--- config.mk ---
export PLATFORM = sky130hd
export DESIGN_NAME = argmax_unit
export DESIGN_NICKNAME = d
export VERILOG_FILES = /design/src/rtl/argmax_unit_pkg.sv /design/src/rtl/argmax_cmp.sv /design/src/rtl/argmax_unit.sv
export SDC_FILE = /design/constraint.sdc
export NUM_CORES = 1
export LEC_CHECK = 0
export ABC_AREA = 1
export BUFFER_PORTS_ARGS = -buffer_cell sky130_fd_sc_hd__buf_2
export CAP_MARGIN = 20
export CORE_MARGIN = 3
export CORE_UTILIZATION = 54
export CTS_CLUSTER_SIZE = 12
export DETAILED_ROUTE_END_ITERATION = 16
export MAX_ROUTING_LAYER = met4
export PLACE_DENSITY_LB_ADDON = 0.05
export SYNTH_ARGS = -nofsm -noshare
export SYNTH_HDL_FRONTEND = slang
export SYNTH_SLANG_ARGS = --single-unit
export TNS_END_PERCENT = 30
--- constraint.sdc ---
create_clock -name clk -period 8.3 [get_ports clk]
set_clock_uncertainty 0.1 [all_clocks]
set_input_delay 1.66 -clock clk [delete_from_list [all_inputs] [get_ports clk]]
set_output_delay 1.66 -clock clk [all_outputs]
set_load 0.02 [all_outputs]
--- src/rtl/argmax_unit_pkg.sv ---
// argmax_unit_pkg: shared defaults, state encoding and index-width helper for the argmax classifier
`ifndef NN_FINAL_LAYER_NEURONS
`define NN_FINAL_LAYER_NEURONS 10
`endif
`ifndef NN_DATA_WIDTH
`define NN_DATA_WIDTH 16
`endif

package argmax_unit_pkg;

    localparam int DEF_NUM_INPUTS = `NN_FINAL_LAYER_NEURONS;
    localparam int DEF_DATA_WIDTH = `NN_DATA_WIDTH;

    typedef enum logic {
        IDLE = 1'b0,
        SCAN = 1'b1
    } state_t;

    // Bits needed to index n elements, never less than one.
    function automatic int idx_width(input int n);
        int w;
        w = 0;
        while ((1 << w) < n) w++;
        return (w < 1) ? 1 : w;
    endfunction

endpackage

--- src/rtl/argmax_cmp.sv ---
// argmax_cmp: strict greater-than compare of a candidate against the running max
module argmax_cmp
    import argmax_unit_pkg::*;
#(
    parameter int DATA_WIDTH = DEF_DATA_WIDTH,
    parameter int SIGNED_CMP = 0
) (
    input  logic [DATA_WIDTH-1:0] cand,
    input  logic [DATA_WIDTH-1:0] cur_max,
    output logic                  gt
);

    assign gt = (SIGNED_CMP != 0) ? ($signed(cand) > $signed(cur_max)) : (cand > cur_max);

endmodule

--- src/rtl/argmax_unit.sv ---
// argmax_unit: sequential argmax over the final layer's output vector, one element per clock
module argmax_unit
    import argmax_unit_pkg::*;
#(
    parameter int NUM_INPUTS = DEF_NUM_INPUTS,
    parameter int DATA_WIDTH = DEF_DATA_WIDTH,
    parameter int OUT_WIDTH  = 32,
    parameter int SIGNED_CMP = 0
) (
    input  logic                             clk,
    input  logic                             rst,
    input  logic                             i_valid,
    input  logic [NUM_INPUTS*DATA_WIDTH-1:0] i_data,
    output logic                             o_busy,
    output logic                             o_valid,
    output logic [OUT_WIDTH-1:0]             o_index,
    output logic [DATA_WIDTH-1:0]            o_max,
    output logic                             o_overrun
);

    localparam int IDX_W = idx_width(NUM_INPUTS);
    localparam int VEC_W = NUM_INPUTS * DATA_WIDTH;
    localparam logic [IDX_W-1:0] LAST = IDX_W'(NUM_INPUTS - 1);

    state_t                  state;
    state_t                  state_nxt;
    logic                    start;
    logic                    finish;
    logic                    gt;
    logic [VEC_W-1:0]        shreg;
    logic [DATA_WIDTH-1:0]   cand;
    logic [DATA_WIDTH-1:0]   run_max;
    logic [DATA_WIDTH-1:0]   new_max;
    logic [IDX_W-1:0]        run_idx;
    logic [IDX_W-1:0]        new_idx;
    logic [IDX_W-1:0]        cnt;

    // The element under test always sits in the low lane of the shift register.
    assign cand    = shreg[DATA_WIDTH-1:0];
    assign new_max = gt ? cand : run_max;
    assign new_idx = gt ? cnt : run_idx;
    assign o_busy  = (state == SCAN);

    argmax_cmp #(
        .DATA_WIDTH (DATA_WIDTH),
        .SIGNED_CMP (SIGNED_CMP)
    ) u_cmp (
        .cand    (cand),
        .cur_max (run_max),
        .gt      (gt)
    );

    // State register.
    always_ff @(posedge clk or posedge rst) begin
        if (rst)
            state <= IDLE;
        else
            state <= state_nxt;
    end

    // Next state: accept a vector when idle, finish after the last element is compared.
    always_comb begin
        state_nxt = state;
        start     = 1'b0;
        finish    = 1'b0;
        if (state == IDLE) begin
            start = i_valid;
            if (i_valid && NUM_INPUTS > 1)
                state_nxt = SCAN;
        end else begin
            finish = (cnt == LAST);
            if (finish)
                state_nxt = IDLE;
        end
    end

    // Datapath: running max/index are kept apart from the published result so outputs hold during a scan.
    always_ff @(posedge clk or posedge rst) begin
        if (rst) begin
            shreg     <= '0;
            run_max   <= '0;
            run_idx   <= '0;
            cnt       <= '0;
            o_valid   <= 1'b0;
            o_index   <= '0;
            o_max     <= '0;
            o_overrun <= 1'b0;
        end else begin
            o_valid <= 1'b0;
            if (start) begin
                shreg   <= i_data >> DATA_WIDTH;
                run_max <= i_data[DATA_WIDTH-1:0];
                run_idx <= '0;
                cnt     <= IDX_W'(1);
                if (NUM_INPUTS == 1) begin
                    o_valid <= 1'b1;
                    o_max   <= i_data[DATA_WIDTH-1:0];
                    o_index <= '0;
                end
            end else if (state == SCAN) begin
                shreg   <= shreg >> DATA_WIDTH;
                run_max <= new_max;
                run_idx <= new_idx;
                cnt     <= cnt + 1'b1;
                if (finish) begin
                    o_valid <= 1'b1;
                    o_max   <= new_max;
                    o_index <= OUT_WIDTH'(new_idx);
                end
            end
            if (state == SCAN && i_valid)
                o_overrun <= 1'b1;
        end
    end

endmodule

# Yosys cells after proc, flatten, opt, wreduce, memory -nomap -nowiden
# Index checks and enable logic that the tools add are counted.
[totals] regBits=207 wordCells=34
[classes] n_addsub=1 n_lt_le_gt_ge=1 n_eq_ne=1 mux=18 n_bitwise=1 n_reduce_logical=3
[op_table] cell="$mux 160" count=2
[op_table] cell="$mux 16" count=3
[op_table] cell="$mux 4" count=5
[op_table] cell="$gt 16x16->1" count=1
[op_table] cell="$mux 1" count=8
[op_table] cell="$add 4x1->4 const B" count=1
[op_table] cell="$eq 4x4->1 const B" count=1
[op_table] cell="$reduce_and 3->1" count=1
[op_table] cell="$reduce_bool 2->1" count=1
[op_table] cell="$logic_and 1x1->1" count=1
[op_table] cell="$not 1->1" count=1

# Depth between registers and ports, before layout
[depth] ltp_word=5 mapped_depth=17 ltp_nobuf=16

# Hierarchy
# A second synthesis with hierarchy kept.
[unflattened] hier_cells=1119 area_unflattened_um2=8938.6
[by_module_without_submodules] module="argmax_unit" n_inst=1 cells_each=1047 area_per_inst_um2=8503.2 seq_area_each_um2=4779.6
[by_module_without_submodules] module="argmax_cmp" n_inst=1 cells_each=72 area_per_inst_um2=435.4 seq_area_each_um2=0.0

# Least setup slack after synthesis
# OpenSTA, ideal clock, no wires.
[synth_path] path_type="input to register" start="input i_valid" end="register run_max[0]" arrival_time_ps=2407 required_time_ps=8084 slack_ps=5676 stages=6 cell_sequence="nor2_1 buf_2 clkbuf_1 nor2_1 nand2_1 nand2_1"
[synth_via] elab_chain_len=2 elab_cells_between_ends=3 cone_classes="mux: 2; reduce/logical: 1"
[synth_lines] item="from (decl)" line_no="argmax_unit.sv:12" text="input logic i_valid,"
[synth_lines] item="$mux 1 (*)" line_no="argmax_unit.sv:66" text="if (state == IDLE) begin"
[synth_lines] item="$mux 16 / $reduce_bool 2->1 (equally long branches)"
[synth_lines] item="to (signal assigned)" line_no="argmax_unit.sv:92" text="run_max <= i_data[DATA_WIDTH-1:0];"
[synth_lines] item="to (signal assigned)" line_no="argmax_unit.sv:102" text="run_max <= new_max;"
[synth_lines] item="to (decl)" line_no="argmax_unit.sv:32" text="logic [DATA_WIDTH-1:0] run_max;"
# Mark *: on every way between the ends. The rest lies on a longest branch, timed or not.
# A chain may end at the register's enable or synchronous reset.

# Final worst setup path
[layout_path] start="register state, in the netlist o_busy" end="output o_busy"
[layout_lines] item="from (decl)" line_no="argmax_unit.sv:25" text="state_t state;"
[layout_lines] item="from (signal assigned)" line_no="argmax_unit.sv:58" text="state <= state_nxt;"
[layout_lines] item="to (decl)" line_no="argmax_unit.sv:14" text="output logic o_busy,"
# No word-level cell between the ends.

==> flow_metrics.py <==
metrics = {
    "critical_path": {
        "critPathRequiredTime_ns": 6.54,
        "regToRegStartpoint": "o_busy",
        "worstSetupPathType": "flop to primary output",
        "crit_arrival_ns": 2.10,
        "rrSetupSlack_ns": 4.97,
        "r2r_end": "o_index[1]",
        "cp-end-kind": "primary output",
        "ff2ff_path_depth": 6,
        "crit_path_start_kind": "flop",
        "cp_max_fo": 55,
    },
    "clock_tree": {
        "postCtsHoldBufs": 0,
        "clk_pin_slew_worst_paths_ns": 0.07,
        "cts_sinks": 191,
        "cts_buffer_depth": 2,
        "cts_tree": "yes",
        "htreeDepth": 4,
        "numCtsBuffers": 17,
        "cts_resized": 0,
        "clockRootBuffer": "clkbuf_16",
        "cts_setup_buffers": 0,
        "clock_latency_ns": 0.43,
    },
    "logic_synthesis": {
        "ys_seq_elements": 191,
        "synth_top_area_share_pct": 53.58,
        "ys_warn_count": 0,
        "syn_avg_cell_area_um2": 8.344,
        "synth_xor_area_share_pct": 0,
        "synth_common_cells": "nand2_1, dfrtp_1, nand3_1",
        "syn_inst": 1069,
        "synthMuxAreaShare_pct": 0,
        "synth_edf_count": 0,
        "ys_types": 24,
        "synth_most_common_cell": "nand2_1",
        "syn_area_um2": 8920,
        "synthFlopType": "dfrtp_1",
        "synth_compound_area_share_pct": 8.543,
        "synth_area_leaders": "dfrtp_1, nand2_1, nand3_1, inv_1, o211ai_1",
        "synthSimpleGateAreaFrac_pct": 25.82,
        "yosysSeqAreaShare_pct": 53.58,
        "synthAdderAreaFrac_pct": 2.525,
        "synthArstFlopShare_pct": 100.0,
        "synth_area_leader_cell": "dfrtp_1",
        "synth_top_family_by_area": "simple AND/OR/NAND/NOR gates",
    },
    "timing": {
        "min_period_over_period_pct": 46.55,
        "setup_slack_ns": 4.436,
        "period_needed_ns": 3.864,
        "finalMaxSlewViolations": 0,
        "max_slew_margin_pct": 29.51,
        "clock.fmax_mhz": 258.8,
        "setup_violations": 0,
        "timing_hold_violations_final": 0,
        "tns_ns": 0,
        "tightest_slew_ns": 1.057,
        "rsz0062_at_grt": "false",
    },
    "power_and_ir_drop": {
        "power.total_mw": 3.599,
        "vdd_drop_max_uv": 181.5,
        "powerDensity_nw_per_um2": 344.0,
        "power_leakage_nw": 5.329,
    },
    "floorplan": {
        "num_io_pins": 214,
        "core_area_um2": 16000,
        "die_width_um": 134.5,
        "rows": 46,
        "die-area_um2": 18100,
        "start_util_pct": 55.75,
        "die_h_um": 134.5,
    },
    "status": {
        "status": "finished, final reports clean",
    },
    "placement": {
        "pre_cts_ws_ns": 4.079,
        "io_buffers": 185,
        "dp_cells": 1415,
        "place_congestion": 0.8183,
        "dpl_cell_area_um2": 9823,
        "hpwl_um": 14400,
    },
    "cells_and_area": {
        "fillers": 1460,
        "nNetsFinal": 1400,
        "area_growth_pct": 17.28,
        "stdcell_count": 1449,
        "fin_area_um2": 10460,
        "drive_gt1_share_pct": 18.83,
    },
    "detailed_routing": {
        "avgViaCountPerCell": 5.108,
        "dr.pass1.iters": 7,
        "vias": 7402,
        "wl_um": 21560,
        "drt_iter0_drc": 663,
        "drc": 0,
        "wl_per_cell_um": 14.88,
        "antenna_left": 0,
    },
    "min_path": {
        "min_path_type": "flop to flop",
        "min_to": "o_max[3]",
        "hold_depth": 2,
        "hold_start": "o_max[3]",
    },
    "grt": {
        "grt_usage_pct": 25.53,
        "grt_max_degree": 107,
        "overflow": 0,
        "grt_pass1_vias": 7236,
        "antenna_found_initial": 1,
        "grt_pass1_wl_um": 35990,
    },
    "job": {
        "maxCapViolations": 0,
    },
}
[critical path: stages, from the launching register on]
cell and delay (ns):
dfrtp_4 0.77, buf_4 0.61, buf_2 0.28
[layout by cell type, fill, tap and decap left out, types with 2 or more instances in the layout]
| cell | Yosys | layout |
|---|---|---|
| nand3b_1 | 3 | 3 |
| o211ai_1 | 46 | 46 |
| conb_1 | 1 | 28 |
| inv_2 | 1 | 2 |
| o21ai_0 | 23 | 23 |
| nor2_1 | 13 | 12 |
| dfrtp_1 | 191 | 190 |
| ha_1 | 18 | 18 |
| bufinv_16 | 0 | 2 |
| buf_4 | 31 | 6 |
| nand2_1 | 419 | 419 |
| nor2_4 | 0 | 2 |
| clkbuf_16 | 0 | 17 |
| buf_2 | 22 | 185 |
| nand3_1 | 126 | 126 |
| inv_6 | 0 | 4 |
| inv_8 | 0 | 3 |
| o221ai_1 | 28 | 28 |
| nand4_1 | 2 | 2 |
| inv_1 | 96 | 95 |
| clkinv_4 | 0 | 4 |
| a21oi_1 | 7 | 7 |
[final cells by class]
class	count	area (µm²)	share of cell area, %
sequential	191	4783	45.72
multi-input combinational	718	3408	32.58
tap	216	270.3	2.583
clock inverter	14	176.4	1.686
antenna	1	2.502	0.02392
inverter	98	375.4	3.588
timing repair buffer	193	1006	9.616
clock buffer	18	439.2	4.198
[how the worst max path moves through the flow]
stage	endpoint	startpoint	cells after the start	slack [ns]
global placement	shreg[121]	i_valid	6	4.18
finish	o_busy	o_busy	2	4.44
global route	o_busy	o_busy	2	4.32
floorplan	cnt[0]	rst	1	1.34
CTS	o_busy	o_busy	2	4.43
detailed placement	shreg[121]	i_valid	6	4.08
[registers in the layout, indices dropped and copies added, names as in the netlist]
| signal | flops |
|---|---|
| shreg | 144 |
| o_max | 16 |
| run_max | 16 |
| cnt | 4 |
| o_index | 4 |
| run_idx | 4 |
| o_busy | 1 |
| o_overrun | 1 |
| o_valid | 1 |
[routing by layer]
layer / GRT usage (%) / vias to the layer above / routed length [µm]
met4: 8.484 / 0 / 431
li1: - / 3700 / -
met3: 4.471 / 30 / 1119
met2: 38.97 / 237 / 10320
met5: - / - / 0
met1: 35.17 / 3435 / 9689
[per-stage QoR]
step | hold WS [ns] | utilization (%)
6_report | 0.3723 | 65.38
5_1_grt | 0.3926 | 65.38
2_1_floorplan | 0.3624 | -
3_3_place_gp | 0.3583 | 61.30
4_1_cts | 0.3797 | 65.24
3_5_place_dp | 0.3607 | 61.39
[power by group]
| part | total [mW] | internal, mW | switching [mW] |
|---|---|---|---|
| sequential | 1.46 | 1.27 | 0.190 |
| combinational | 1.30 | 0.454 | 0.842 |
| clock | 0.839 | 0.464 | 0.374 |
| total | 3.60 | 2.19 | 1.41 |
[cells by family (layout without fill, tap and decap cells)]
group,count (synthesis),after routing
and+or+nand+nor,565,565
buffers and inverters,187,323
DFF,191,191
adders and majority gates,18,18
AOI/OAI and AO/OA,107,107
other,1,29
No activity file was read; power rests on OpenSTA's default activity.
